--- config.mk ---
export PLATFORM = sky130hd
export DESIGN_NAME = pkt_rr_scheduler
export DESIGN_NICKNAME = d
export VERILOG_FILES = /design/src/rtl/pkt_sched_pkg.sv /design/src/rtl/rr_arbiter.sv /design/src/rtl/pkt_rr_scheduler.sv
export SDC_FILE = /design/constraint.sdc
export NUM_CORES = 1
export LEC_CHECK = 0
export BUFFER_PORTS_ARGS = -buffer_cell sky130_fd_sc_hd__buf_2
export CAP_MARGIN = 20
export CELL_PAD_IN_SITES_DETAIL_PLACEMENT = 0
export CELL_PAD_IN_SITES_GLOBAL_PLACEMENT = 1
export CORE_UTILIZATION = 41
export DETAILED_ROUTE_END_ITERATION = 7
export PLACE_DENSITY = 0.86
export REMOVE_ABC_BUFFERS = 1
export SLEW_MARGIN = 10
export SYNTH_ARGS = -nofsm -noshare
export SYNTH_HDL_FRONTEND = slang
export SYNTH_SLANG_ARGS = --single-unit
--- constraint.sdc ---
create_clock -name clk -period 2.24 [get_ports clk]
set_input_delay 0.336 -clock clk [delete_from_list [all_inputs] [get_ports clk]]
set_output_delay 0.336 -clock clk [all_outputs]
set_load 0.02 [all_outputs]
--- src/rtl/pkt_sched_pkg.sv ---
// Shared types and helpers for the packet round-robin scheduler.
//   state_e : scheduler FSM states (IDLE arbitrates, XFER moves one packet)
//   clog2   : ceiling log2, used for index and counter widths
package pkt_sched_pkg;

  localparam int unsigned DEFAULT_NUM_SRC       = 4;
  localparam int unsigned DEFAULT_PACKET_LENGTH = 8;

  typedef enum logic {
    IDLE = 1'b0,
    XFER = 1'b1
  } state_e;

  // Ceiling log2; clog2(1) = 0.
  function automatic int unsigned clog2(input int unsigned value);
    int unsigned result;
    result = 0;
    while ((result < 32) && ((64'd1 << result) < 64'(value))) begin
      result++;
    end
    return result;
  endfunction

endpackage

--- src/rtl/rr_arbiter.sv ---
// Combinational round-robin pick.
//   req        : request vector, one bit per source
//   last_grant : index granted most recently; search starts just after it
//   grant_c    : winning index (valid when any_req_c)
//   any_req_c  : at least one request present
module rr_arbiter
  import pkt_sched_pkg::*;
#(
  parameter int unsigned NUM_SRC = DEFAULT_NUM_SRC
) (
  input  logic [NUM_SRC-1:0]        req,
  input  logic [clog2(NUM_SRC)-1:0] last_grant,
  output logic [clog2(NUM_SRC)-1:0] grant_c,
  output logic                      any_req_c
);

  localparam int unsigned IDX_W = clog2(NUM_SRC);

  logic [IDX_W-1:0] cand;

  // Scan last_grant+1 .. last_grant+NUM_SRC (mod NUM_SRC); first hit wins.
  always_comb begin
    grant_c   = '0;
    any_req_c = 1'b0;
    cand      = '0;
    for (int unsigned off = 1; off <= NUM_SRC; off++) begin
      cand = IDX_W'((32'(last_grant) + off) % NUM_SRC);
      if (!any_req_c && req[cand]) begin
        any_req_c = 1'b1;
        grant_c   = cand;
      end
    end
  end

endmodule

--- src/rtl/pkt_rr_scheduler.sv ---
// Packet-level round-robin scheduler in front of a shared datapath.
// A grant is held from a packet's first beat through its (possibly forced)
// last beat; config_k is captured from the granted source's register at grant.
//   s_tdata/s_tvalid/s_tlast/s_tready : NUM_SRC AXI-Stream sources
//   m_tdata/m_tvalid/m_tready/m_tlast : registered stream to the datapath
//   m_tid    : source index of the beat on m_tdata
//   config_k : k value frozen for the packet in flight
//   cfg_we/cfg_sel/cfg_k : per-source k register write port (clamped)
//   busy     : high while a packet is being transferred
//   len_err  : one-cycle pulse when tlast is forced at PACKET_LENGTH
module pkt_rr_scheduler
  import pkt_sched_pkg::*;
#(
  parameter int unsigned NUM_SRC       = DEFAULT_NUM_SRC,
  parameter int unsigned DATA_WIDTH    = 8,
  parameter int unsigned PACKET_LENGTH = DEFAULT_PACKET_LENGTH,
  parameter int unsigned K_WIDTH       = DATA_WIDTH + 1
) (
  input  logic                             clk,
  input  logic                             reset_n,
  input  logic [NUM_SRC*DATA_WIDTH-1:0]    s_tdata,
  input  logic [NUM_SRC-1:0]               s_tvalid,
  input  logic [NUM_SRC-1:0]               s_tlast,
  output logic [NUM_SRC-1:0]               s_tready,
  output logic [DATA_WIDTH-1:0]            m_tdata,
  output logic                             m_tvalid,
  input  logic                             m_tready,
  output logic                             m_tlast,
  output logic [clog2(NUM_SRC)-1:0]        m_tid,
  output logic [K_WIDTH-1:0]               config_k,
  input  logic                             cfg_we,
  input  logic [clog2(NUM_SRC)-1:0]        cfg_sel,
  input  logic [K_WIDTH-1:0]               cfg_k,
  output logic                             busy,
  output logic                             len_err
);

  localparam int unsigned IDX_W = clog2(NUM_SRC);
  localparam int unsigned CNT_W = clog2(PACKET_LENGTH + 1);
  localparam logic [K_WIDTH-1:0] K_MAX       = K_WIDTH'(PACKET_LENGTH);
  localparam logic [CNT_W-1:0]   LAST_CNT    = CNT_W'(PACKET_LENGTH - 1);
  localparam logic [IDX_W-1:0]   RESET_GRANT = IDX_W'(NUM_SRC - 1);

  state_e                  state_q;
  state_e                  state_d;
  logic [IDX_W-1:0]        grant_q;
  logic [IDX_W-1:0]        last_grant_q;
  logic [CNT_W-1:0]        beat_cnt_q;
  logic [K_WIDTH-1:0]      k_reg [NUM_SRC];

  logic [IDX_W-1:0]        arb_grant;
  logic                    arb_any;
  logic                    out_free;
  logic                    in_hs;
  logic                    out_hs;
  logic                    at_limit;
  logic                    eff_last;
  logic [DATA_WIDTH-1:0]   src_data;

  rr_arbiter #(
    .NUM_SRC (NUM_SRC)
  ) u_arb (
    .req        (s_tvalid),
    .last_grant (last_grant_q),
    .grant_c    (arb_grant),
    .any_req_c  (arb_any)
  );

  // Output register can take a beat when empty or draining this cycle.
  assign out_free = !m_tvalid || m_tready;
  assign in_hs    = (state_q == XFER) && s_tvalid[grant_q] && out_free;
  assign out_hs   = m_tvalid && m_tready;
  assign at_limit = (beat_cnt_q == LAST_CNT);
  assign eff_last = s_tlast[grant_q] || at_limit;

  // Only the granted source sees ready, and only in XFER.
  always_comb begin
    s_tready = '0;
    if (state_q == XFER) begin
      s_tready[grant_q] = out_free;
    end
  end

  // Data mux for the granted source.
  always_comb begin
    src_data = '0;
    for (int unsigned i = 0; i < NUM_SRC; i++) begin
      if (grant_q == IDX_W'(i)) begin
        src_data = s_tdata[i*DATA_WIDTH +: DATA_WIDTH];
      end
    end
  end

  // State register.
  always_ff @(posedge clk) begin
    if (!reset_n) begin
      state_q <= IDLE;
    end else begin
      state_q <= state_d;
    end
  end

  // Next-state logic.
  always_comb begin
    state_d = state_q;
    case (state_q)
      IDLE:    if (arb_any)              state_d = XFER;
      XFER:    if (in_hs && eff_last)    state_d = IDLE;
      default:                           state_d = IDLE;
    endcase
  end

  // Grant, counter, config and output registers.
  always_ff @(posedge clk) begin
    if (!reset_n) begin
      grant_q      <= '0;
      last_grant_q <= RESET_GRANT;
      beat_cnt_q   <= '0;
      config_k     <= '0;
      m_tdata      <= '0;
      m_tvalid     <= 1'b0;
      m_tlast      <= 1'b0;
      m_tid        <= '0;
      busy         <= 1'b0;
      len_err      <= 1'b0;
      for (int unsigned i = 0; i < NUM_SRC; i++) begin
        k_reg[i] <= '0;
      end
    end else begin
      busy    <= (state_d == XFER);
      len_err <= 1'b0;

      // k_reg is read here before any same-cycle write lands, so a write
      // to the granted index in the grant cycle affects the next packet.
      if ((state_q == IDLE) && arb_any) begin
        grant_q      <= arb_grant;
        last_grant_q <= arb_grant;
        config_k     <= k_reg[arb_grant];
        beat_cnt_q   <= '0;
      end

      if (in_hs) begin
        m_tdata    <= src_data;
        m_tid      <= grant_q;
        m_tlast    <= eff_last;
        m_tvalid   <= 1'b1;
        beat_cnt_q <= beat_cnt_q + CNT_W'(1);
        len_err    <= at_limit && !s_tlast[grant_q];
      end else if (out_hs) begin
        m_tvalid <= 1'b0;
      end

      if (cfg_we && (32'(cfg_sel) < NUM_SRC)) begin
        k_reg[cfg_sel] <= (cfg_k > K_MAX) ? K_MAX : cfg_k;
      end
    end
  end

endmodule

; ---- Word-level counts from Yosys, hierarchy flattened
; Memories as Yosys holds them, arrays and structs flattened. A register that Yosys moved wholly into a read port is not among the register bits.
; Cells that the tools add are included.
[classes]
n_eq_ne = 4
muxes = 42
add_sub_neg = 5
n_lt_le_gt_ge = 7
n_bitwise = 2
reduce_logical = 23
[ops]
columns = cell, n
row1 = 8-bit two-way mux, 4
row2 = 1-bit two-way mux, 20
row3 = 9-bit two-way mux, 2
row4 = 2-bit by 3-bit < comparator with 1-bit output (second input constant), 5
row5 = 1-bit binary-select mux with 2-bit select, 6
row6 = 4-bit two-way mux, 3
row7 = 1-bit logical AND, 10
row8 = 2-bit two-way mux, 5
row9 = 9-bit by 4-bit greater-than comparator with 1-bit output (second input constant), 1
row10 = 9-bit OR reduction, 1
row11 = 1-bit zero test, 6
row12 = 2-bit by 1-bit adder with 2-bit output (second input constant), 2
row13 = 2-bit adder (second input constant), 2
row14 = 4-bit by 1-bit adder with 4-bit output (second input constant), 1
row15 = 4-bit AND, 1
row16 = 2-bit == test (second input constant), 2
row17 = 4-bit by 3-bit == test with 1-bit output (second input constant), 1
row18 = 2-bit nonzero test, 2
row19 = 1-bit demux with 2-bit select, 1
row20 = 2-bit by 1-bit == test with 1-bit output (second input constant), 1
row21 = 2-bit by 1-bit greater-or-equal comparator with 1-bit output (second input constant), 1
row22 = 2-bit zero test, 1
row23 = 1-bit logical OR, 2
row24 = 1-bit case mux with 2 select lines, 1
row25 = other kinds (2), 2
[totals]
ff_bits = 22
ram_bits = 36
mem_count = 1
[memory_table]
columns = memory, words, width, read_ports, rd_clocked_by_memory_dff, write_ports, line
row1 = k_reg, 4, 9, 1, 1, 4, pkt_rr_scheduler.sv:49  ; logic [K_WIDTH-1:0] k_reg [NUM_SRC];

; ---- Logic depth before layout (Yosys ltp)
[logic_depth]
ltp_word = 16
ltp_mapped = 8
mapped_depth_nobuf = 5

; ---- By module
; From an unflattened synthesis, not the netlist that was laid out.
[hier_totals]
hier_cells = 255
area_unflattened_um2 = 3031.7
[modules_own_cells]
columns = module, instances, area_per_inst_um2, seq_area_each_um2, cells_each
row1 = pkt_rr_scheduler, 1, 2940.3, 1701.6, 241
row2 = rr_arbiter, 1, 91.3, 0.0, 14

; ---- Worst setup path after synthesis
; OpenSTA, ideal clock, no wires.
[synth_timing]
path_type = register to output
startpoint = register, netlist name busy
endpoint = output s_tready[0]
stages_incl_launch_ff = 4
t_arrival_ns = 1.397
path_slack_ns = 0.507
n_path_buf = 1
cell_sequence = dfxtp_1 clkbuf_1 and2_1 nor3b_1
[synth_rtl]
columns = item, line
row1 = to (decl), pkt_rr_scheduler.sv:24  ; output logic [NUM_SRC-1:0] s_tready,

; ---- Worst setup path in the final report
[layout_timing]
startpoint = register last_grant_q[1]
endpoint = register config_k[2], read port of k_reg
[layout_between]
elab_chain_cells = 14
[layout_lines]
columns = item, line
row1 = from (decl), pkt_rr_scheduler.sv:47  ; logic [IDX_W-1:0] last_grant_q;
row2 = from (signal assigned), pkt_rr_scheduler.sv:137  ; last_grant_q <= arb_grant;
row3 = 2-bit by 1-bit adder with 2-bit output, rr_arbiter.sv:27  ; cand = IDX_W'((32'(last_grant) + off) % NUM_SRC);
row4 = 1-bit binary-select mux with 2-bit select, rr_arbiter.sv:28  ; if (!any_req_c && req[cand]) begin
row5 = 1-bit two-way mux (not written as such), rr_arbiter.sv:28
row6 = 1-bit two-way mux, rr_arbiter.sv:28
row7 = 1-bit zero test, rr_arbiter.sv:28
row8 = 1-bit logical AND, rr_arbiter.sv:28
row9 = 1-bit two-way mux, rr_arbiter.sv:28
row10 = 1-bit zero test, rr_arbiter.sv:28
row11 = 1-bit logical AND, rr_arbiter.sv:28
row12 = 1-bit two-way mux, rr_arbiter.sv:28
row13 = 1-bit zero test, rr_arbiter.sv:28
row14 = 1-bit logical AND, rr_arbiter.sv:28
row15 = 1-bit two-way mux, rr_arbiter.sv:28
row16 = 1-bit logical AND, pkt_rr_scheduler.sv:135  ; if ((state_q == IDLE) && arb_any) begin
row17 = to (decl), pkt_rr_scheduler.sv:30  ; output logic [K_WIDTH-1:0] config_k,
; Several ways; a longest one is shown, not always the timed one. The select of a mux whose other input is x is not followed.
; A chain may end at the register's enable or synchronous reset.

==> impl_metrics.tcl <==
set metrics [dict create \
    n_antenna_cell 0 \
    design_area_mm2 0.00373 \
    grt_pass1_vias 2117 \
    holdPathStages 3 \
    clk_latency_ps 330 \
    total_leakage_power_nw 1.57 \
    final.min_clock_period_ps 1790 \
    die_area_mm2 0.00770 \
    max_slew_margin_pct 66.5 \
    cts_root_buf "clkbuf_8" \
    drt-initial-drc-count 70 \
    tightestPinTransition_ps 502 \
    drv_cap 0 \
    synthDistinctLibCells 43 \
    crit_path_end_kind "register" \
    final_cell_mix "buf_2, nand2_1, edfxtp_1" \
    final_hold_viol_count 0 \
    viasPerCell 4.98 \
    clkPwrFrac_pct 30.8 \
    core_mm2 0.00694 \
    vias 2285 \
    grt_setup_unrepaired "false" \
    drc 0 \
    finClkSkew_ps 7.07 \
    synth.top_cells.by_area "edfxtp_1, dfxtp_1, mux4_2" \
    first_pass_iters 4 \
    intPower_mw 2.08 \
    min_path_type "input port to register" \
    outcome "complete, no violations" \
    max_freq_ghz 0.559 \
    dpl.hpwl_mm 4.60 \
    slew_violations 0 \
    yosys_warnings 0 \
    ys.flop_type "edfxtp_1" \
    synth-seq-cells 67 \
    cts.path.max_buffers 2 \
    routed_wl_mm 6.51 \
    synth_top_cell_area_share_pct 35.9 \
    fin_nets 414 \
    syn_area_mm2 0.00302 \
    top_level_ports 82 \
    setup_viol 0 \
    syn2layout_area_growth_pct 23.7 \
    post-cts-setup-buffers 0 \
    dieHeight_um 87.8 \
    wire_per_inst_um 14.2 \
    antenna_found_initial 0 \
    final_common_cell "buf_2" \
    place_congestion 0.748 \
    cts.sinks 67 \
    fin_setup_tns_ps 0 \
    rows 30 \
    cts_hold_buffers 0 \
    grt_max_degree 38 \
    startpoint_type "register" \
    htree_levels 3 \
    port_buffers 81 \
    clk_pin_slew_worst_paths_ps 70 \
    yosys.area.top_type "edfxtp_1" \
    dpl-instance-area_mm2 0.00356 \
    power.density_mw_per_mm2 762 \
    die_w_um 87.8 \
    combinationalPowerShare_pct 17.8 \
    drtAntennaViolNets 0 \
    cts_resized 0 \
    worstPathArrival_ps 1980 \
    period_share_pct 79.9 \
    async_flop_share_pct 0 \
    worstSetupPathType "register to register" \
    cts_buffers 9 \
    critPathRequiredTime_ps 2430 \
    seq_power_share_pct 51.4 \
    largest_register_ffs 36 \
    grt_pass1_wl_mm 10.0 \
    fin_util_pct 53.7 \
    peakVddDrop_mv 0.367 \
    ys_seq_area_share_pct 56.4 \
    worst_r2r_path_depth 6 \
    drive_gt1_share_pct 32.0 \
    p_switching_mw 0.764 \
    syn_inst 256 \
    worstPathMaxFanout 18 \
    grt-ovfl-total 0 \
    p_sw_share_pct 26.9 \
    grt_use_total_pct 17.7 \
    initial_core_util_pct 43.4 \
    synth_edf_count 36 \
    synth.avg_cell_area_um2 11.8 \
    cts_tree "done" \
]
==> power groups by stage <==
| stage | Clock, mW | Sequential [mW] | Combinational, mW |
|---|---|---|---|
| 2_1_floorplan | 0 | 1.54 | 0.256 |
| 3_3_place_gp | 0 | 1.49 | 0.502 |
| 3_5_place_dp | 0 | 1.49 | 0.510 |
| 4_1_cts | 0.911 | 1.46 | 0.511 |
| 5_1_grt | 0.973 | 1.48 | 0.554 |
| 6_report | 0.875 | 1.46 | 0.506 |
==> area by class of cell <==
class / count / area [um2]
repair buffers: 87 / 450
inverters: 2 / 7.51
flip-flops and latches: 67 / 1700
fillers: 621 / 3210
clock buffers: 13 / 159
multi-input cells: 191 / 1280
well taps: 96 / 120
clock inverters: 3 / 13.8
==> final timing paths <==
| kind | from | slack (ps) | to |
|---|---|---|---|
| worst max-delay path | last_grant_q[1] | 450 | config_k[2] |
| worst max register to register | last_grant_q[1] | 450 | config_k[2] |
| worst min register to register | m_tdata[5] | 460 | m_tdata[5] |
| worst min-delay path | cfg_k[0] | 380 | k_reg[3][0] |
==> critical path, cell delays in order (launching register included) <==
cell      delay, ps
dfxtp_1         460
mux2_4          340
a21oi_2         170
o21ai_2          70
buf_4           230
mux2i_1         200
o221ai_1        150
==> layer usage <==
metal	track usage, %	routed length (um)	vias up
met5	0	0	-
met4	8.05	113	0
met3	3.77	518	11
met2	30.6	3050	107
met1	21.2	2830	1035
li1	-	-	1132
==> metrics by stage <==
step,worst slack (ps),hold slack [ps],power (mW),cells
2_1_floorplan,398,408,1.80,260
3_3_place_gp,447,440,1.99,443
3_5_place_dp,427,454,2.00,443
4_1_cts,465,362,2.89,459
5_1_grt,282,377,3.00,459
6_report,450,375,2.84,459
==> cells by family (layout without fill, tap and decap cells) <==
family,after synthesis,after routing,synth area share [%]
multiplexers,29,29,13.9
other,1,20,0.124
flip-flops,67,67,56.4
adder cells (fa/ha/maj),1,1,0.415
AND/OR/NAND/NOR,98,98,15.1
AO/OA/AOI/OAI,43,43,10.4
buffers and inverters,17,105,3.57
==> synthesized netlist by cell type (2+ instances only) <==
cell / count
nand2_1: 40
edfxtp_1: 36
dfxtp_1: 31
nor2_1: 23
mux2i_1: 18
nand3_1: 15
a21boi_0: 13
mux4_2: 10
o221ai_1: 9
clkbuf_1: 6
a21oi_1: 5
buf_2: 4
o21ai_0: 4
and2_1: 3
buf_6: 3
nand2b_1: 3
a21boi_1: 2
a22oi_1: 2
inv_1: 2
nor3_1: 2
nor3b_1: 2
o21a_1: 2
No activity file was read; power rests on OpenSTA's default activity.
